--- src/rtl/keypad_scanner_if.sv ---
// Keypad pin and digit-output bundle: the scanner drives rows and results, the keypad side drives columns.
interface keypad_scanner_if;
  logic [2:0] col;
  logic [3:0] row;
  logic       key_valid;
  logic [3:0] key_number;
  logic       key_held;

  modport master (input col, output row, output key_valid, output key_number, output key_held);
  modport slave  (output col, input row, input key_valid, input key_number, input key_held);
endinterface

--- src/rtl/keypad_scanner.sv ---
// 3x4 keypad scanner: rotating one-hot row drive, per-scan hit collection, debounced press/release FSM.
// key_valid pulses one clock after the accepting scan_done; there is no backpressure, and the consumer must take the strobe.
module keypad_scanner #(
  parameter int SCAN_CYCLES = 4,
  parameter int DEBOUNCE    = 3
) (
  input  logic             clk,
  input  logic             reset,
  keypad_scanner_if.master kp
);
  localparam int DW = (SCAN_CYCLES > 1) ? $clog2(SCAN_CYCLES) : 1;
  localparam int CW = $clog2(DEBOUNCE + 1);

  typedef enum logic [1:0] {ST_IDLE, ST_DEBOUNCE, ST_PRESSED, ST_RELEASE} state_t;

  state_t          state_q, state_d;
  logic [3:0]      row_q, row_d;
  logic [DW-1:0]   dwell_q, dwell_d;
  logic [1:0]      acc_hits_q, acc_hits_d;
  logic [3:0]      acc_digit_q, acc_digit_d;
  logic [3:0]      cand_q, cand_d;
  logic [CW-1:0]   cnt_q, cnt_d;
  logic            key_valid_q, key_valid_d;
  logic [3:0]      key_number_q, key_number_d;
  logic            key_held_q, key_held_d;

  logic            last_dwell, scan_done, cnt_hits_target;
  logic [2:0]      hits;
  logic [1:0]      row_idx, hit_col, row_n, tot_hits;
  logic [3:0]      row_digit, scan_digit;
  logic            do_accept;
  logic [3:0]      accept_digit;

  always_comb begin
    last_dwell = (dwell_q == DW'(SCAN_CYCLES - 1));
    scan_done  = last_dwell && row_q[3];
    // Row 3 only carries '0' in the middle column; '*' and '#' are ignored.
    hits       = kp.col & (row_q[3] ? 3'b010 : 3'b111);

    row_idx = row_q[1] ? 2'd1 : row_q[2] ? 2'd2 : row_q[3] ? 2'd3 : 2'd0;
    hit_col = hits[1] ? 2'd1 : hits[2] ? 2'd2 : 2'd0;
    case (hits)
      3'b000:                 row_n = 2'd0;
      3'b001, 3'b010, 3'b100: row_n = 2'd1;
      default:                row_n = 2'd2;
    endcase
    row_digit = (row_idx == 2'd3) ? 4'd0
              : ({2'b00, row_idx} * 4'd3) + {2'b00, hit_col} + 4'd1;

    // Hit count saturates at 2, which is all MULTI needs.
    if (acc_hits_q == 2'd0)  tot_hits = row_n;
    else if (row_n == 2'd0)  tot_hits = acc_hits_q;
    else                     tot_hits = 2'd2;
    scan_digit = (acc_hits_q == 2'd0 && row_n != 2'd0) ? row_digit : acc_digit_q;
    cnt_hits_target = (int'(cnt_q) + 1 == DEBOUNCE);
  end

  always_comb begin
    row_d        = row_q;
    dwell_d      = dwell_q;
    acc_hits_d   = acc_hits_q;
    acc_digit_d  = acc_digit_q;
    state_d      = state_q;
    cand_d       = cand_q;
    cnt_d        = cnt_q;
    key_valid_d  = 1'b0;
    key_number_d = key_number_q;
    key_held_d   = key_held_q;
    do_accept    = 1'b0;
    accept_digit = cand_q;

    if (last_dwell) begin
      dwell_d     = '0;
      row_d       = {row_q[2:0], row_q[3]};
      acc_hits_d  = scan_done ? 2'd0 : tot_hits;
      acc_digit_d = scan_done ? 4'd0 : scan_digit;
    end else begin
      dwell_d = dwell_q + DW'(1);
    end

    if (scan_done) begin
      unique case (state_q)
        ST_IDLE: begin
          if (tot_hits == 2'd1) begin
            cand_d = scan_digit;
            cnt_d  = CW'(1);
            if (DEBOUNCE == 1) begin
              do_accept    = 1'b1;
              accept_digit = scan_digit;
            end else begin
              state_d = ST_DEBOUNCE;
            end
          end
        end
        ST_DEBOUNCE: begin
          if (tot_hits == 2'd1 && scan_digit == cand_q) begin
            cnt_d = cnt_q + CW'(1);
            if (cnt_hits_target) do_accept = 1'b1;
          end else if (tot_hits == 2'd1) begin
            cand_d = scan_digit;
            cnt_d  = CW'(1);
          end else begin
            state_d = ST_IDLE;
          end
        end
        ST_PRESSED: begin
          if (tot_hits == 2'd0) begin
            cnt_d = CW'(1);
            if (DEBOUNCE == 1) begin
              state_d    = ST_IDLE;
              key_held_d = 1'b0;
            end else begin
              state_d = ST_RELEASE;
            end
          end
        end
        ST_RELEASE: begin
          if (tot_hits == 2'd0) begin
            cnt_d = cnt_q + CW'(1);
            if (cnt_hits_target) begin
              state_d    = ST_IDLE;
              key_held_d = 1'b0;
            end
          end else begin
            state_d = ST_PRESSED;
            cnt_d   = '0;
          end
        end
        default: state_d = ST_IDLE;
      endcase
    end

    if (do_accept) begin
      state_d      = ST_PRESSED;
      key_number_d = accept_digit;
      key_valid_d  = 1'b1;
      key_held_d   = 1'b1;
    end
  end

  always_ff @(posedge clk) begin
    if (reset) begin
      state_q      <= ST_IDLE;
      row_q        <= 4'b0001;
      dwell_q      <= '0;
      acc_hits_q   <= 2'd0;
      acc_digit_q  <= 4'd0;
      cand_q       <= 4'd0;
      cnt_q        <= '0;
      key_valid_q  <= 1'b0;
      key_number_q <= 4'd0;
      key_held_q   <= 1'b0;
    end else begin
      state_q      <= state_d;
      row_q        <= row_d;
      dwell_q      <= dwell_d;
      acc_hits_q   <= acc_hits_d;
      acc_digit_q  <= acc_digit_d;
      cand_q       <= cand_d;
      cnt_q        <= cnt_d;
      key_valid_q  <= key_valid_d;
      key_number_q <= key_number_d;
      key_held_q   <= key_held_d;
    end
  end

  assign kp.row        = row_q;
  assign kp.key_valid  = key_valid_q;
  assign kp.key_number = key_number_q;
  assign kp.key_held   = key_held_q;
endmodule

--- src/flat_wrapper.sv ---
// flat-port wrapper written by rule: the top's interface ports become plain ports
module keypad_scanner_flat 
#(
  parameter int SCAN_CYCLES = 4,
  parameter int DEBOUNCE    = 3
)
  (clk, reset, kp_col, kp_row, kp_key_valid, kp_key_number, kp_key_held);
  keypad_scanner_if kp_i ();
  input  logic clk;
  input  logic reset;
  input wire logic [$bits(kp_i.col)-1:0] kp_col;
  output wire logic [$bits(kp_i.row)-1:0] kp_row;
  output wire logic [$bits(kp_i.key_valid)-1:0] kp_key_valid;
  output wire logic [$bits(kp_i.key_number)-1:0] kp_key_number;
  output wire logic [$bits(kp_i.key_held)-1:0] kp_key_held;
  assign kp_i.col = kp_col;
  assign kp_row = kp_i.row;
  assign kp_key_valid = kp_i.key_valid;
  assign kp_key_number = kp_i.key_number;
  assign kp_key_held = kp_i.key_held;
  keypad_scanner #(.SCAN_CYCLES(SCAN_CYCLES), .DEBOUNCE(DEBOUNCE)) u_core (.clk(clk), .reset(reset), .kp(kp_i));
endmodule
--- config.mk ---
export PLATFORM = sky130hd
export DESIGN_NAME = keypad_scanner_flat
export DESIGN_NICKNAME = d
export VERILOG_FILES = /design/src/rtl/keypad_scanner_if.sv /design/src/rtl/keypad_scanner.sv /design/src/flat_wrapper.sv
export SDC_FILE = /design/constraint.sdc
export NUM_CORES = 1
export LEC_CHECK = 0
export BUFFER_PORTS_ARGS = -buffer_cell sky130_fd_sc_hd__buf_2
export CAP_MARGIN = 30
export CORE_MARGIN = 10
export CORE_UTILIZATION = 60
export CTS_BUF_LIST = sky130_fd_sc_hd__clkbuf_8
export DETAILED_ROUTE_END_ITERATION = 7
export PLACE_DENSITY = 0.9
export SYNTH_ARGS = -nofsm -noshare
export SYNTH_HDL_FRONTEND = slang
export SYNTH_SLANG_ARGS = --single-unit
--- constraint.sdc ---
create_clock -name clk -period 8.7 [get_ports clk]
set_clock_uncertainty 0.05 [all_clocks]
set_input_delay 0.87 -clock clk [delete_from_list [all_inputs] [get_ports clk]]
set_output_delay 0.87 -clock clk [all_outputs]
set_load 0.02 [all_outputs]
==> flow_metrics.env, run 1 <==
export IMPL_crit_fanout=5
export IMPL_grt_max_degree=32
export IMPL_rsz0062_at_grt="false"
export IMPL_cp_depth=12
export IMPL_hold_viol_final=0
export IMPL_finalMaxSlewViolations=0
export IMPL_syn_nets=198
export IMPL_intPower_mw=0.201
export IMPL_hold_buffers=0
export IMPL_row_count=18
export IMPL_wirelength_met1_um=1470
export IMPL_top_layer="met4"
export IMPL_yosys_most_used_dff="dfxtp_1"
export IMPL_required_ns=8.83
export IMPL_cts_tree="built"
export IMPL_cp_cell_sequence="buf_2 > inv_1 > or3_1 > fa_1 > inv_1 > ha_1 > a21o_1 > a21oi_1 > a2bb2oi_1 > mux2i_1 > nand4_1 > o221a_2"
export IMPL_drive_above_1_share=0.156
export IMPL_start_util=0.632
export IMPL_gp_congestion=0.839
export IMPL_worstReg2RegEnd="u_core.cnt_q[0]$_SDFFE_PP0P_"
export IMPL_timing_rr_start="u_core.kp.row[3]$_SDFFE_PP0N_"
export IMPL_synth_fa_ha_area_frac=0.0735
export IMPL_fin_crit_sh=0.436
export IMPL_criticalPathCategory="input pin to flop"
export IMPL_nets=206
export IMPL_cap_violations=0
export IMPL_critPathCapture="u_core.cnt_q[0]$_SDFFE_PP0P_"
export IMPL_postCtsSetupBuffers=0
export IMPL_wl_met2_um=1780
export IMPL_yosys_cell_types_count=49
export IMPL_vias=1431
export IMPL_die_w_um=71.1
export IMPL_power_density_nw_per_um2=158
export IMPL_synth_edf_count=0
export IMPL_ys_seq_elements=26
export IMPL_synth_area_per_cell_um2=8.47
export IMPL_p_comb_frac=0.156
export IMPL_grt_use_total=0.141
export IMPL_grt_pass1_wl_um=6020
export IMPL_clk_pin_slew_ns=0.09
export IMPL_final_setup_viol_count=0
export IMPL_cts_root_buffer="clkbuf_8"
export IMPL_drt_vias_per_instance=6.45
export IMPL_place_hpwl_um=2560
export IMPL_tightest_slew_ns=0.579
export IMPL_startpoint="kp_col[2]"
export IMPL_whs_ns=0.387
export IMPL_p_sw_mw=0.0675
export IMPL_final_cells=222
export IMPL_synthMuxAreaShare=0.0831
export IMPL_wl_met3_um=303
export IMPL_synth_compound_area_frac=0.194
export IMPL_seqPwrFrac=0.462
export IMPL_cts_resized=0
export IMPL_drcViolationCount=0
export IMPL_critPathSlowestCell="fa_1"
export IMPL_ys_seq_area_frac=0.332
export IMPL_antenna_cells=0
export IMPL_slowest_delay_ns=0.55
export IMPL_dr_pass1_iters=4
export IMPL_fmax_ghz=0.264
export IMPL_dpl_cell_count=218
export IMPL_ir_worst_vdd_mv=0.133
export IMPL_ff2ff_setup_slack_ns=5.01
export IMPL_worst_path_most_repeated_cell="inv_1"
export IMPL_pin_count=15
export IMPL_layout_common_cells="dfxtp_1, nor2_1, buf_2, inv_1"
export IMPL_synth_top_family_by_area="simple AND/OR/NAND/NOR gates"
export IMPL_switching_share=0.251
export IMPL_rr_worst_depth=12
export IMPL_min_path_type="flop to flop"
export IMPL_cellLeakagePower_nw=0.692
export IMPL_pwr_share_clk=0.382
export IMPL_cts_buffer_depth=2
export IMPL_cts_inserted_buffers=3
export IMPL_insertion_delay_ns=0.28
export IMPL_die_height_um=71.1
export IMPL_async_reset_ff_frac=0
export IMPL_layout_commonest_cell="dfxtp_1"
export IMPL_wl_um=3660
export IMPL_syn_inst=185
export IMPL_synth_area_um2=1570
export IMPL_holdPathStages=1
export IMPL_antenna_found_initial=0
export IMPL_io_buffers=14
export IMPL_setup_tns_final_ns=0
export IMPL_synthSimpleGateAreaFrac=0.230
export IMPL_synthXorXnorAreaFrac=0.0224
export IMPL_crit_family="compound AO/OA/AOI/OAI gates"
export IMPL_hold_start="u_core.dwell_q[0]$_SDFF_PP0_"
export IMPL_cts_sinks=26
export IMPL_coreArea_um2=2480
export IMPL_detail_route_wl_per_cell_um=16.5
export IMPL_relSlewSlack=0.611
export IMPL_status="completed"
export IMPL_htree_levels=1
export IMPL_ant_nets=0
export IMPL_die_area_um2=5050
export IMPL_end_kind="flop"
export IMPL_area_growth_synth_to_final_pct=8.31
export IMPL_drtIter0Drc=115
export IMPL_yosysWarnings=0
export IMPL_min_period_ns=3.79
export IMPL_worstPathArrival_ns=3.92
export IMPL_startpoint_type="input pin"
export IMPL_grt_overflow=0
export IMPL_grt_pass1_vias=1341
export IMPL_critPathBufInv=3
-- area by class of cell --
cell class / instances / area (um^2)
clock buffer: 3 / 41.3
clock inverter: 1 / 30.0
fill: 212 / 781
inverter: 14 / 52.6
multi-input combinational: 134 / 945
sequential: 26 / 520
tap: 30 / 37.5
timing repair buffer: 14 / 70.1
-- worst min path at each step --
stage | endpoint | slack [ns]
after floorplan | u_core.dwell_q[0]$_SDFF_PP0_ | 0.35
after global placement | u_core.dwell_q[0]$_SDFF_PP0_ | 0.36
after detailed placement | u_core.dwell_q[0]$_SDFF_PP0_ | 0.38
after CTS | u_core.dwell_q[0]$_SDFF_PP0_ | 0.39
after global routing | u_core.dwell_q[0]$_SDFF_PP0_ | 0.42
final | u_core.dwell_q[0]$_SDFF_PP0_ | 0.39
-- power by group through the flow --
stage	Sequential (mW)	Clock, mW	Combinational [mW]
2_1_floorplan	0.127	0	0.0308
3_3_place_gp	0.126	0	0.0376
3_5_place_dp	0.127	0	0.0406
4_1_cts	0.124	0.102	0.0412
5_1_grt	0.124	0.106	0.0461
6_report	0.124	0.103	0.0419
-- metrics by stage --
step / total power [mW] / util / worst slack (ns) / cell area, um^2
finish: 0.269 / 0.685 / 4.91 / 1700
global route: 0.276 / 0.685 / 4.73 / 1700
CTS: 0.268 / 0.685 / 4.93 / 1700
detailed placement: 0.167 / 0.656 / 4.71 / 1630
global placement: 0.164 / 0.656 / 4.87 / 1630
floorplan: 0.158 / - / 5.01 / 1570
-- Yosys cell counts (all sizes together) (2+ instances only) --
library cell,count,area [um^2]
inv,13,48.8
nor2,25,93.8
a311oi,2,17.5
a21oi,10,50.1
a22oi,3,22.5
a31o,2,17.5
xor2,2,17.5
nand2b,10,62.6
o31a,2,17.5
or2,3,21.3
fa,2,40.0
o21bai,2,15.0
xnor2,2,17.5
a211oi,3,22.5
clkbuf,9,33.8
nand2,5,18.8
buf,2,15.0
mux2,2,30.0
o21ai,4,20.0
a21o,2,15.0
or3,4,30.0
ha,6,75.1
nor3b,2,15.0
mux2i,10,100
dfxtp,26,521
nor3,12,70.1
nand4,2,12.5
-- registers in the layout, indices dropped and copies added, names as in the netlist --
| signal | cells |
|---|---|
| u_core.accept_digit | 4 |
| u_core.state_q | 2 |
| u_core.acc_digit_q | 4 |
| u_core.acc_hits_q | 2 |
| u_core.kp.key_valid | 1 |
| u_core.dwell_q | 2 |
| u_core.cnt_q | 2 |
| u_core.kp.key_number | 4 |
| u_core.kp.row | 4 |
| u_core.kp.key_held | 1 |
-- metal layers --
metal | vias to the layer above | track usage
li1 | 667 | -
met1 | 670 | 0.160
met2 | 78 | 0.237
met3 | 16 | 0.0377
met4 | 0 | 0.0667
met5 | - | 0
-- kinds of logic after synthesis --
group	count (synthesis)
buf+inv	25
simple gates	68
flops	26
xor+xnor	4
fa+ha+maj	8
compound gates	42
mux	12
(Power assumes the default switching activity.)
==> inputs of run 2 (changes only) <==
Settings changed: CORE_UTILIZATION 60 to 55, PLACE_DENSITY 0.9 to 0.87.
Clock period 8.7 ns to 3.35 ns, I/O delays scaled along.
==> flow_metrics.env, run 2 (synthesis gave the netlist of run 1 again) <==
export IMPL_status="completed"
export IMPL_startpoint_type="flop"
export IMPL_min_period_ns=3.14
export IMPL_detail_route_wl_per_cell_um=14.2
export IMPL_die_w_um=73.4
export IMPL_dr_pass1_iters=4
export IMPL_cts_root_buffer="clkbuf_8"
export IMPL_drt_vias_per_instance=5.83
export IMPL_min_path_type="flop to flop"
export IMPL_cts_buffer_depth=2
export IMPL_die_area_um2=5380
export IMPL_io_buffers=14
export IMPL_grt_overflow=0
export IMPL_grt_max_degree=32
export IMPL_hold_start="u_core.dwell_q[0]$_SDFF_PP0_"
export IMPL_end_kind="flop"
export IMPL_place_hpwl_um=2430
export IMPL_ff2ff_setup_slack_ns=0.21
export IMPL_final_setup_viol_count=0
export IMPL_vias=1329
export IMPL_pin_count=15
export IMPL_setup_tns_final_ns=0
export IMPL_postCtsSetupBuffers=0
export IMPL_fin_crit_sh=0.938
export IMPL_place_ws_ns=0.0627
export IMPL_critPathBufInv=1
export IMPL_whs_endpoint="u_core.dwell_q[0]$_SDFF_PP0_"
export IMPL_final_cells=228
export IMPL_grtUsageMet1=0.152
export IMPL_clk_pin_slew_ns=0.09
export IMPL_rr_worst_depth=10
export IMPL_htree_levels=1
export IMPL_worstPathArrival_ns=3.27
export IMPL_row_count=19
export IMPL_critPathSlowestCell="fa_1"
export IMPL_drtIter0Drc=57
export IMPL_cp_cell_sequence="or3_1 > fa_1 > inv_1 > ha_1 > a21o_1 > a21oi_1 > a2bb2oi_2 > mux2i_2 > nand4_1 > o221a_2"
export IMPL_cts_inserted_buffers=3
export IMPL_worstReg2RegEnd="u_core.cnt_q[0]$_SDFFE_PP0P_"
export IMPL_layout_commonest_cell="dfxtp_1"
export IMPL_relSlewSlack=0.650
export IMPL_hold_viol_final=0
export IMPL_power_density_nw_per_um2=396
export IMPL_cts_tree="built"
export IMPL_grt_use_total=0.128
export IMPL_drcViolationCount=0
export IMPL_grt_pass1_wl_um=5660
export IMPL_coreArea_um2=2730
export IMPL_gr_usage_met2=0.211
export IMPL_holdPathStages=1
export IMPL_antenna_found_initial=0
export IMPL_crit_family="compound AO/OA/AOI/OAI gates"
export IMPL_gp_congestion=0.809
export IMPL_cts_resized=0
export IMPL_drive_above_1_share=0.198
export IMPL_setup_slack_ns=0.208
export IMPL_wl_um=3230
export IMPL_met3_usage=0.0229
export IMPL_timing_rr_start="u_core.kp.row[3]$_SDFFE_PP0N_"
export IMPL_die_height_um=73.4
export IMPL_dpl_cell_count=224
export IMPL_cap_violations=0
export IMPL_busiest_layer="met2"
export IMPL_ant_nets=0
export IMPL_finalPower_mw=0.694
export IMPL_hold_buffers=0
export IMPL_insertion_delay_ns=0.28
export IMPL_nets=211
export IMPL_finalMaxSlewViolations=0
export IMPL_layout_common_cells="dfxtp_1, nor2_1, buf_2, inv_1"
export IMPL_area_growth_synth_to_final_pct=11.9
export IMPL_start_util=0.573
export IMPL_ir_worst_vdd_mv=0.328
export IMPL_cts_sinks=26
export IMPL_criticalPathCategory="flop to flop"
export IMPL_cellLeakagePower_nw=0.711
export IMPL_whs_ns=0.380
export IMPL_fmax_ghz=0.318
export IMPL_slowest_delay_ns=0.54
export IMPL_tightest_slew_ns=0.521
export IMPL_rsz0062_at_grt="false"
export IMPL_antenna_cells=0
export IMPL_required_ns=3.48
export IMPL_grt_pass1_vias=1325
export IMPL_crit_fanout=5
-- run 2: power breakdown --
part | internal [mW] | switching (mW) | leakage [nW]
logic | 0.0492 | 0.0589 | 0.465
registers | 0.316 | 0.00580 | 0.210
clock network | 0.160 | 0.103 | 0.0357
-- run 2: layout make-up --
type | count | area [um^2]
Clock buffer | 3 | 41.3
Clock inverter | 1 | 30.0
Fill cell | 250 | 981
Inverter | 14 | 52.6
Multi-Input combinational cell | 134 | 962
Sequential cell | 26 | 520
Tap cell | 31 | 38.8
Timing Repair Buffer | 19 | 108
-- run 2: through the flow --
| step | area (um^2) | util |
|---|---|---|
| finish | 1750 | 0.641 |
| global route | 1750 | 0.641 |
| CTS | 1740 | 0.635 |
| detailed placement | 1660 | 0.609 |
| global placement | 1660 | 0.609 |
| floorplan | 1570 | - |
-- run 2: worst max-delay path by stage --
stage / from / end / slack, ns / cells past startpoint
after floorplan: u_core.kp.row[3]$_SDFFE_PP0N_ / u_core.kp.key_number[0]$_SDFFE_PP0P_ / 0.05 / 14
after global placement: kp_col[2] / u_core.cnt_q[0]$_SDFFE_PP0P_ / 0.15 / 12
after detailed placement: kp_col[2] / u_core.cnt_q[0]$_SDFFE_PP0P_ / 0.06 / 11
after CTS: u_core.kp.row[3]$_SDFFE_PP0N_ / u_core.cnt_q[0]$_SDFFE_PP0P_ / 0.12 / 12
after global routing: u_core.kp.row[2]$_SDFFE_PP0N_ / u_core.cnt_q[0]$_SDFFE_PP0P_ / 0.02 / 12
final: u_core.kp.row[3]$_SDFFE_PP0N_ / u_core.cnt_q[0]$_SDFFE_PP0P_ / 0.21 / 10
-- run 2: metal layers --
metal / vias up / share of wire / wire [um]
li1: 671 / - / -
met1: 617 / 0.46 / 1480
met2: 34 / 0.47 / 1500
met3: 7 / 0.052 / 167
met4: 0 / 0.022 / 72
met5: - / 0 / 0
==> inputs of run 3 (changes only) <==
Settings changed: GPL_TIMING_DRIVEN from default to 0.
==> flow_metrics.env, run 3 (synthesis gave the netlist of run 1 again) <==
export IMPL_cap_violations=0
export IMPL_antenna_found_initial=0
export IMPL_dr_pass1_iters=4
export IMPL_fin_crit_sh=0.955
export IMPL_htree_levels=1
export IMPL_vias=1349
export IMPL_grt_overflow=0
export IMPL_die_w_um=73.4
export IMPL_rsz0062_at_grt="false"
export IMPL_start_util=0.573
export IMPL_min_path_type="input pin to flop"
export IMPL_worstPathArrival_ns=3.32
export IMPL_required_ns=3.47
export IMPL_grt_pass1_vias=1268
export IMPL_tightest_slew_ns=0.500
export IMPL_slowest_delay_ns=0.53
export IMPL_area_growth_synth_to_final_pct=12.8
export IMPL_criticalPathCategory="flop to flop"
export IMPL_die_area_um2=5380
export IMPL_fmax_ghz=0.313
export IMPL_min_period_ns=3.20
export IMPL_ant_nets=0
export IMPL_final_setup_viol_count=0
export IMPL_die_height_um=73.4
export IMPL_multi_input_area_um2=975
export IMPL_gp_congestion=0.855
export IMPL_cts_inserted_buffers=3
export IMPL_final_cells=234
export IMPL_cts_sinks=26
export IMPL_ir_worst_vdd_mv=0.339
export IMPL_cellLeakagePower_nw=0.706
export IMPL_n_fill_cell=255
export IMPL_crit_fanout=13
export IMPL_drtIter0Drc=64
export IMPL_grt_use_total=0.127
export IMPL_relSlewSlack=0.664
export IMPL_dpl_cell_count=229
export IMPL_detail_route_wl_per_cell_um=14.0
export IMPL_layout_common_cells="dfxtp_1, nor2_1, inv_1, buf_2"
export IMPL_clk_pin_slew_ns=0.09
export IMPL_grt_pass1_wl_um=5620
export IMPL_hold_viol_final=0
export IMPL_drive_above_1_share=0.197
export IMPL_layout_commonest_cell="dfxtp_1"
export IMPL_power_density_nw_per_um2=359
export IMPL_whs_ns=0.312
export IMPL_finalPower_mw=0.635
export IMPL_cts_buffer_depth=2
export IMPL_cts_tree="built"
export IMPL_cts_root_buffer="clkbuf_8"
export IMPL_drt_vias_per_instance=5.76
export IMPL_antenna_cells=0
export IMPL_critPathSlowestCell="fa_1"
export IMPL_place_hpwl_um=2470
export IMPL_row_count=19
export IMPL_grt_max_degree=15
export IMPL_coreArea_um2=2730
export IMPL_wl_um=3270
export IMPL_startpoint_type="flop"
export IMPL_drcViolationCount=0
export IMPL_nets=217
export IMPL_finalMaxSlewViolations=0
export IMPL_end_kind="flop"
export IMPL_insertion_delay_ns=0.28
export IMPL_status="completed"
export IMPL_io_buffers=13
export IMPL_pin_count=15
export IMPL_cp_cell_sequence="or3_4 > fa_1 > inv_1 > ha_1 > a21o_1 > a21oi_2 > a2bb2oi_2 > mux2i_2 > nand4_1 > o221a_2"
export IMPL_regArea_um2=524
run 3: cell types whose count changed in the layout (fill, tap and decap cells not counted), sizes merged:
cell    before  now
clkbuf       3   12
buf         19   17
bufinv       1    0
run 3: per-stage QoR:
stage | area [um^2] | util | setup WS [ns] | setup TNS, ns
after global routing | 1770 | 0.646 | 0.00365 | 0
after CTS | 1770 | 0.649 | 0.00490 | 0
final | 1770 | 0.646 | 0.151 | 0
after floorplan | 1570 | - | 0.0507 | 0
after global placement | 1670 | 0.611 | -0.280 | -1.89
after detailed placement | 1670 | 0.611 | -0.334 | -2.55
run 3: metal layers:
layer,track usage,part of all wire,up-vias
li1,-,-,680
met1,0.158,0.46,631
met2,0.209,0.46,33
met3,0.0269,0.060,5
met4,0.0497,0.015,0
met5,0,0,-
run 3: critical path: cells and delay by family, from the launching register on:
kind                       cells  cell delay [ns]
AOI/OAI and AO/OA              4             0.89
adders and majority gates      2             0.80
and+or+nand+nor                2             0.61
DFF                            1             0.40
muxes                          1             0.30
buffers and inverters          1             0.05
run 3: final cells by class:
class	instances	area share
Inverter	14	0.0297
Multi-Input combinational cell	134	0.552
Tap cell	31	0.0220
Sequential cell	26	0.297
Buffer	9	0.0191
Timing Repair Buffer	16	0.0496
Clock buffer	4	0.0312
run 3: path summary, 6_finish.rpt:
kind / slack (ns) / startpoint / depth (start not counted) / endpoint
max: 0.15 / u_core.kp.row[3]$_SDFFE_PP0N_ / 10 / u_core.cnt_q[0]$_SDFFE_PP0P_
min: 0.31 / reset / 3 / u_core.kp.key_number[0]$_SDFFE_PP0P_
max reg2reg: 0.15 / u_core.kp.row[3]$_SDFFE_PP0N_ / 10 / u_core.cnt_q[0]$_SDFFE_PP0P_
min reg2reg: 0.39 / u_core.dwell_q[0]$_SDFF_PP0_ / 1 / u_core.dwell_q[0]$_SDFF_PP0_
run 3: power breakdown:
group / switching [mW] / total, mW / leakage, nW / internal [mW]
logic: 0.0600 / 0.108 / 0.467 / 0.0482
clock network: 0.100 / 0.206 / 0.0288 / 0.105
registers: 0.00602 / 0.321 / 0.211 / 0.315
run 3: what timing repair did:
action	in CTS	in global routing
hold buffers	0	0
pin swaps	2	5
setup endpoints to repair	10	10
resized for setup	8	3
buffers inserted	2	1
